### src/rtl/demux4_reg_if.sv
// Handshake bundle for demux4_reg: one producer stream in, four consumer lanes out.
// The master side is the producer plus the consumers; the slave side is the demux.
interface demux4_reg_if #(
   parameter int WIDTH = 32
);
   logic             in_valid;
   logic             in_ready;
   logic [1:0]       in_sel;
   logic [WIDTH-1:0] in_data;
   logic [3:0]       out_valid;
   logic [3:0]       out_ready;
   logic [WIDTH-1:0] out_data0;
   logic [WIDTH-1:0] out_data1;
   logic [WIDTH-1:0] out_data2;
   logic [WIDTH-1:0] out_data3;

   modport master (
      output in_valid, in_sel, in_data, out_ready,
      input  in_ready, out_valid, out_data0, out_data1, out_data2, out_data3
   );

   modport slave (
      input  in_valid, in_sel, in_data, out_ready,
      output in_ready, out_valid, out_data0, out_data1, out_data2, out_data3
   );
endinterface

### src/rtl/demux4_reg.sv
// Registered 1-to-4 demux with a single-entry holding register per lane.
// Optional per-lane saturating accept counters are enabled by defining DEMUX4_STATS_EN.
module demux4_reg #(
   parameter int WIDTH = 32
) (
   input  logic         clk,
   input  logic         rst_n,
   input  logic         flush,
`ifdef DEMUX4_STATS_EN
   input  logic         cnt_clr,
   output logic [31:0]  lane_cnt,
`endif
   demux4_reg_if.slave  bus
);
   logic [3:0]            valid_r;
   logic [3:0][WIDTH-1:0] data_r;
   logic                  in_ready_s;
   logic                  accept_s;
   logic [3:0]            load_s;
   logic [3:0]            drain_s;

   // Accept decode: a lane can take a new word when empty or draining this cycle.
   always_comb begin
      in_ready_s = 1'b0;
      accept_s   = 1'b0;
      load_s     = 4'b0000;
      drain_s    = 4'b0000;
      if (flush) begin
         in_ready_s = 1'b0;
      end else begin
         in_ready_s = !valid_r[bus.in_sel] || bus.out_ready[bus.in_sel];
      end
      accept_s = bus.in_valid && in_ready_s;
      for (int i = 0; i < 4; i++) begin
         load_s[i]  = accept_s && (bus.in_sel == 2'(i));
         drain_s[i] = valid_r[i] && bus.out_ready[i];
      end
   end

   // Lane valid flags: flush first, then load, then drain.
   always_ff @(posedge clk or negedge rst_n) begin
      if (!rst_n) begin
         valid_r <= 4'b0000;
      end else if (flush) begin
         valid_r <= 4'b0000;
      end else begin
         for (int i = 0; i < 4; i++) begin
            if (load_s[i]) begin
               valid_r[i] <= 1'b1;
            end else if (drain_s[i]) begin
               valid_r[i] <= 1'b0;
            end else begin
               valid_r[i] <= valid_r[i];
            end
         end
      end
   end

   // Lane data registers only change on a load, so a stalled lane keeps its word.
   always_ff @(posedge clk or negedge rst_n) begin
      if (!rst_n) begin
         data_r <= '0;
      end else begin
         for (int i = 0; i < 4; i++) begin
            if (load_s[i]) begin
               data_r[i] <= bus.in_data;
            end else begin
               data_r[i] <= data_r[i];
            end
         end
      end
   end

   assign bus.in_ready  = in_ready_s;
   assign bus.out_valid = valid_r;
   assign bus.out_data0 = data_r[0];
   assign bus.out_data1 = data_r[1];
   assign bus.out_data2 = data_r[2];
   assign bus.out_data3 = data_r[3];

`ifdef DEMUX4_STATS_EN
   logic [3:0][7:0] cnt_r;

   // Saturating per-lane accept counters; survive flush, clear wins over increment.
   always_ff @(posedge clk or negedge rst_n) begin
      if (!rst_n) begin
         cnt_r <= '0;
      end else if (cnt_clr) begin
         cnt_r <= '0;
      end else begin
         for (int i = 0; i < 4; i++) begin
            if (load_s[i] && (cnt_r[i] != 8'hFF)) begin
               cnt_r[i] <= cnt_r[i] + 8'd1;
            end else begin
               cnt_r[i] <= cnt_r[i];
            end
         end
      end
   end

   assign lane_cnt = cnt_r;
`endif
endmodule

### src/flat_wrapper.sv
// flat-port wrapper written by rule: the top's interface ports become plain ports
module demux4_reg_flat 
#(
   parameter int WIDTH = 32
)
  (clk, rst_n, flush, bus_in_valid, bus_in_sel, bus_in_data, bus_out_ready, bus_in_ready, bus_out_valid, bus_out_data0, bus_out_data1, bus_out_data2, bus_out_data3);
  demux4_reg_if #(.WIDTH(WIDTH)) bus_i ();
  input  logic clk;
  input  logic rst_n;
  input  logic flush;
  input wire logic [$bits(bus_i.in_valid)-1:0] bus_in_valid;
  input wire logic [$bits(bus_i.in_sel)-1:0] bus_in_sel;
  input wire logic [$bits(bus_i.in_data)-1:0] bus_in_data;
  input wire logic [$bits(bus_i.out_ready)-1:0] bus_out_ready;
  output wire logic [$bits(bus_i.in_ready)-1:0] bus_in_ready;
  output wire logic [$bits(bus_i.out_valid)-1:0] bus_out_valid;
  output wire logic [$bits(bus_i.out_data0)-1:0] bus_out_data0;
  output wire logic [$bits(bus_i.out_data1)-1:0] bus_out_data1;
  output wire logic [$bits(bus_i.out_data2)-1:0] bus_out_data2;
  output wire logic [$bits(bus_i.out_data3)-1:0] bus_out_data3;
  assign bus_i.in_valid = bus_in_valid;
  assign bus_i.in_sel = bus_in_sel;
  assign bus_i.in_data = bus_in_data;
  assign bus_i.out_ready = bus_out_ready;
  assign bus_in_ready = bus_i.in_ready;
  assign bus_out_valid = bus_i.out_valid;
  assign bus_out_data0 = bus_i.out_data0;
  assign bus_out_data1 = bus_i.out_data1;
  assign bus_out_data2 = bus_i.out_data2;
  assign bus_out_data3 = bus_i.out_data3;
  demux4_reg #(.WIDTH(WIDTH)) u_core (.clk(clk), .rst_n(rst_n), .flush(flush), .bus(bus_i));
endmodule
### config.mk
export PLATFORM = sky130hd
export DESIGN_NAME = demux4_reg_flat
export DESIGN_NICKNAME = d
export VERILOG_FILES = /design/src/rtl/demux4_reg_if.sv /design/src/rtl/demux4_reg.sv /design/src/flat_wrapper.sv
export SDC_FILE = /design/constraint.sdc
export NUM_CORES = 1
export LEC_CHECK = 0
export ABC_AREA = 1
export CAP_MARGIN = 20
export CORE_MARGIN = 2
export CORE_UTILIZATION = 51
export CTS_BUF_LIST = sky130_fd_sc_hd__clkbuf_4 sky130_fd_sc_hd__clkbuf_8
export CTS_CLUSTER_SIZE = 20
export DETAILED_ROUTE_END_ITERATION = 12
export PLACE_DENSITY = 0.93
export SETUP_SLACK_MARGIN = 0.3
export SYNTH_ARGS = -nofsm -noshare
export SYNTH_HDL_FRONTEND = slang
export SYNTH_SLANG_ARGS = --single-unit
### constraint.sdc
create_clock -name clk -period 3.5 [get_ports clk]
set_input_delay 0.7 -clock clk [delete_from_list [all_inputs] [get_ports clk]]
set_output_delay 0.7 -clock clk [all_outputs]
set_load 0.01 [all_outputs]
==> summary.txt <==
Floorplan
  • Initial cell density of the core: about 53%
  • Die H: 105 microns
  • Core Region: 9820 sq um
  • Site Rows: 36
  • Die width: approximately 100 microns
  • Die area: between 10,000 and 15,000 sq um
  • I/O Pins: ~180

Route
  • Starting DRT DRC Count: 291
  • DR DRC count: 0
  • Total Wirelength: approximately 15,000 microns
  • Post-DR vias/cell: 5.05
  • ANT nets after route: 0
  • Routed vias: 4,643
  • DRT Pass-1 Iters: 4
  • WL/cell: 16.3 microns

Critical path
  • Crit path DAT: approximately 2.4 ns
  • WS Path Type: primary input to output pin
  • CP Launch Type: primary input
  • CP Capture Type: output pin
  • CP required: 2.80 ns
  • CP max FO: 7

Global routing
  • Largest net degree at the start of global routing: 70
  • Initial antenna violation count: 0
  • Total gr overflow: 0
  • Tot GR Track Use: 28.6%
  • Global-route wire length before repair: 24,400 microns
  • Vias in the first global route: 4,882

Power
  • Tot Pwr: around 4500 uW
  • Peak VDD IR: 0.358 mV
  • Pleak: 0.00381 uW
  • Pwr dens: 605 nW/um^2

Synth
  • Synthesized area per cell: 8.75 sq um
  • Yosys warning total: 0
  • #FFs+latches synth: 132
  • Cells after synthesis: a little under 600
  • Library cells used by synthesis: 14
  • Post-Synthesis Cell Area: 5170 sq um
  • Syn Nets: 633
  • Post-synthesis sequential area ratio: 63.9%

Clock network
  • Max Root-Sink Buffers: 2
  • Clk sinks: 132
  • H-tree depth: 4
  • Hold Buf Count CTS: 0
  • Worst-path clk slew: 0.07 ns
  • Post-CTS Resized: 1
  • CTS Buf Count: 17
  • Setup bufs post-CTS: 0
  • CTS tree: done
  • Root Driver: clkbuf_8
  • Worst-Skew Late Latency: ~0.43 ns

Layout
  • Layout cells sized above 1: 7.12%
  • Antenna cells: 0
  • Nets: a little over 800
  • Fillers: 696
  • Area growth syn-to-layout: 44.0%

STA
  • Final min period: 3.14 ns
  • Relative slew slack: a little under half
  • Layout Skew: roughly 0.0097 ns
  • Final setup fails: 0
  • Final hold vios: 0
  • Fin Setup TNS: 0 ns
  • F_max: 318 MHz
  • Slew @ Worst Pin: 0.816 ns
  • Max-slew violation count: 0
  • Tcrit/Tclk final: around nine tenths
  • RSZ-0062 raised after global routing: no

Placement
  • Final HPWL DP: approximately 11,000 microns
  • Number of port buffers: approximately 170
  • Routability congestion estimate: 0.874

Run
  • Count of max-cap constraint violations: 0

Hold path
  • Worst min path class: primary input to asynchronous set/reset pin

Status
  • Status: completed
-- where the power goes --
part / switching, uW / total, uW / leakage [uW] / internal [uW]
logic: 551 / 1230 / 0.00194 / 677
registers: 184 / 2010 / 0.00166 / 1820
clock network: 561 / 1270 / 0.000202 / 708
total: 1300 / 4500 / 0.00381 / 3210
-- worst paths after layout --
| kind | from | endpoint | slack, ns | cells past startpoint |
|---|---|---|---|---|
| min reg2reg | u_core.bus.out_data3[22] | u_core.bus.out_data3[22] | 0.48 | 2 |
| max reg2reg | u_core.bus.out_valid[1] | u_core.bus.out_data0[25] | 1.52 | 10 |
| max | bus_in_sel[1] | bus_in_ready | 0.36 | 6 |
| max in group asynchronous | rst_n | u_core.bus.out_data3[9] | 2.31 | 2 |
| min in group clk | u_core.bus.out_data3[22] | u_core.bus.out_data3[22] | 0.48 | 2 |
| min | rst_n | u_core.bus.out_data1[23] | 0.35 | 1 |
-- metrics by stage --
step                instance area [sq um]  hold WS, ns  util, %  setup WS [ns]  std cells
floorplan                            5170        0.404        -           1.49        591
global placement                     7050        0.461     71.8          0.435        887
detailed placement                   7050        0.464     71.8          0.377        887
CTS                                  7450        0.377     75.8          0.388        919
global route                         7450        0.388     75.8          0.321        919
finish                               7450        0.350     75.8          0.359        919
-- cell usage after synthesis --
master     n  share of area, %
buf_4     19               2.8
inv_1      6              0.44
nand3_4    1              0.34
nor2_2     2              0.24
nand3_1    3              0.29
dfrtp_1  132                64
buf_2      6              0.58
nor2_1     6              0.44
nand2_2    1              0.12
nand2_1  405                29
nand4_1    4              0.48
nor2_4     4              0.87
inv_2      1             0.073
a21oi_1    1             0.097
-- layout by cell type, fill, tap and decap left out --
| master | synthesis | final |
|---|---|---|
| nand3_4 | 1 | 1 |
| buf_12 | 0 | 3 |
| nand2_1 | 405 | 405 |
| dlygate4sd2_1 | 0 | 1 |
| clkbuf_8 | 0 | 20 |
| buf_4 | 19 | 12 |
| bufinv_16 | 0 | 2 |
| dfrtp_1 | 132 | 132 |
| nor2_2 | 2 | 2 |
| nand4_1 | 4 | 4 |
| clkdlybuf4s50_1 | 0 | 172 |
| inv_2 | 1 | 1 |
| nor2_4 | 4 | 4 |
| nand3_1 | 3 | 3 |
| a21oi_1 | 1 | 1 |
| clkinvlp_4 | 0 | 3 |
| nor2_1 | 6 | 6 |
| clkinv_2 | 0 | 4 |
| clkbuf_4 | 0 | 3 |
| inv_1 | 6 | 6 |
| nand2_2 | 1 | 1 |
-- cell families (layout without fill, tap and decap cells) --
| family | Yosys count | count (layout) | synth area share (%) |
|---|---|---|---|
| AOI/OAI and AO/OA | 1 | 1 | 0.0967 |
| and+or+nand+nor | 426 | 426 | 32.2 |
| buffers and inverters | 32 | 227 | 3.85 |
| DFF | 132 | 132 | 63.9 |
-- flip-flops by register name (all words and copies together) (netlist names) --
register / flops
u_core.bus.out_valid: 4
u_core.bus.out_data1: 32
u_core.bus.out_data0: 32
u_core.bus.out_data2: 32
u_core.bus.out_data3: 32
-- metal layers --
metal / wire, microns / vias to the layer above / GRT usage, %
met5: 0 / - / 0
li1: - / 2147 / -
met2: 7660 / 227 / 49.3
met3: 1390 / 22 / 10.1
met4: 206 / 0 / 10.2
met1: 5700 / 2247 / 33.0
-- layout make-up --
type,count,area (sq um),area share [%]
Sequential cell,132,3300,44.4
Tap cell,133,166,2.23
Inverter,7,26.3,0.353
Clock buffer,23,298,4.00
Multi-Input combinational cell,427,1670,22.4
Timing Repair Buffer,188,1880,25.3
Clock inverter,9,103,1.38
-- critical path, stage by stage --
cell and delay (ns):
clkdlybuf4s50_1 0.62, inv_1 0.14, nand2_1 0.12, nand2_1 0.10, a21oi_1 0.18, clkdlybuf4s50_1 0.58
Note: power is estimated with default switching activity, not from simulation.
==> patch: new RTL, same settings <==
`WIDTH` is set to 32 in 3 places; all go to 16.
--- a/src/rtl/demux4_reg_if.sv
+++ b/src/rtl/demux4_reg_if.sv
@@ -1,7 +1,7 @@
 // Handshake bundle for demux4_reg: one producer stream in, four consumer lanes out.
 // The master side is the producer plus the consumers; the slave side is the demux.
 interface demux4_reg_if #(
-   parameter int WIDTH = 32
+   parameter int WIDTH = 16
 );
    logic             in_valid;
    logic             in_ready;
--- a/src/rtl/demux4_reg.sv
+++ b/src/rtl/demux4_reg.sv
@@ -1,7 +1,7 @@
 // Registered 1-to-4 demux with a single-entry holding register per lane.
 // Optional per-lane saturating accept counters are enabled by defining DEMUX4_STATS_EN.
 module demux4_reg #(
-   parameter int WIDTH = 32
+   parameter int WIDTH = 16
 ) (
    input  logic         clk,
    input  logic         rst_n,
--- a/src/flat_wrapper.sv
+++ b/src/flat_wrapper.sv
@@ -1,7 +1,7 @@
 // flat-port wrapper written by rule: the top's interface ports become plain ports
 module demux4_reg_flat 
 #(
-   parameter int WIDTH = 32
+   parameter int WIDTH = 16
 )
   (clk, rst_n, flush, bus_in_valid, bus_in_sel, bus_in_data, bus_out_ready, bus_in_ready, bus_out_valid, bus_out_data0, bus_out_data1, bus_out_data2, bus_out_data3);
   demux4_reg_if #(.WIDTH(WIDTH)) bus_i ();
Ports: changed (5 resized); port bits go from 175 to 95. No check against the original RTL was run, so the function may have changed too.
==> patch against the original RTL <==
- via count down 45%
- sequential cell count down 64
- largest cell class unchanged
- worst setup slack gained 0.092 ns
- final area down 47%
- wire length decreased by 49%
- power is 49% lower
- fmax grew 3.0%
- area after synthesis shrank 46%
- first-iteration DRC count fell by 30%
- count of clock-buffer cells in the layout decreased by 11
==> patch: results (changes against the original RTL) <==
status=finished clean; placed cell count=476 (-46%); pre-CTS setup slack=0.325 ns (-0.0523 ns); Synthesized Nets=346 (-45%); wire per inst=15.6 um (-4.4%); vias per std cell=5.15 (+1.9%); Leak=0.00204 uW (-46%); CTS buffer count=9 (-8); largest net degree at the start of global routing=27 (-61%); Final Instance Area=0.00395 mm2 (-47%); Synth area leaders=dfrtp_1 (61%), nand2_1 (29%), nand4_2 (1.8%), buf_6 (1.6%), nor2_4 (1.6%); fillers=352 (-49%); ratio of cells with drive above 1 in the final layout=0.0711 (-0.000157); Signal buffers=96 (-49%); Comb power frac=0.272 (about the same); later-pin clock latency in the skew report=0.33 ns (-0.10 ns); Port Buf Inserts=94 (-46%); synthesized flop and latch total=68 (-48%); Final Non-Filler Cells=492 (-46%); clock distribution area overhead in the final layout=0.0523 (-0.00146); dpl cell area=0.00374 mm2 (-47%); vias in the first global route=2549 (-48%); Seq/total area=0.431 (-0.0124); complex-gate fraction of the synthesized area=0.00180 (+0.000835); Non-clock buffer share=0.242 (-0.0110); post-layout util=0.763 (+0.00466); sequential element share of the synthesized area=0.613 (-0.0259); clock group total power=651 uW (-49%); # H-tree levels=3 (-1); Total GRT Usage=0.263 (-0.0226); slowest cell delay on critical path=0.55 ns (-0.07 ns); clock buf count=12 (-48%); synth unique cells=16 (+2); total iterations of the first detailed-routing run=6 (+2); 1st-iter DRT viols=205 (-30%); fin nets=443 (-46%); CP arrival=2.35 ns (-0.09 ns); Peak supply drop=0.440 mV (+23%)
-- patch: worst paths after layout --
kind                                               from                       end  slack [ns]  cells after the start
worst max-delay path                      bus_in_sel[1]              bus_in_ready        0.45                      7
worst max register to register  u_core.bus.out_valid[1]   u_core.bus.out_data3[9]        1.71                      8
worst min-delay path                              rst_n  u_core.bus.out_data1[11]        0.32                      1
min in group clk                u_core.bus.out_data3[0]   u_core.bus.out_data3[0]        0.48                      2
worst min register to register  u_core.bus.out_data3[0]   u_core.bus.out_data3[0]        0.48                      2
max in group asynchronous                         rst_n   u_core.bus.out_data2[2]        2.48                      2
-- patch: layer usage --
layer | GRT usage | wire length, um | up-vias
met3 | 0.0488 | 385 | 29
li1 | - | - | 1165
met2 | 0.434 | 3950 | 104
met5 | 0 | 0 | -
met4 | 0.152 | 260 | 0
met1 | 0.324 | 3060 | 1236
-- patch: repair_timing --
action,CTS,global route
resized for setup,0,1
endpoints found under the setup margin,0,1
endpoints found under the hold margin,0,0
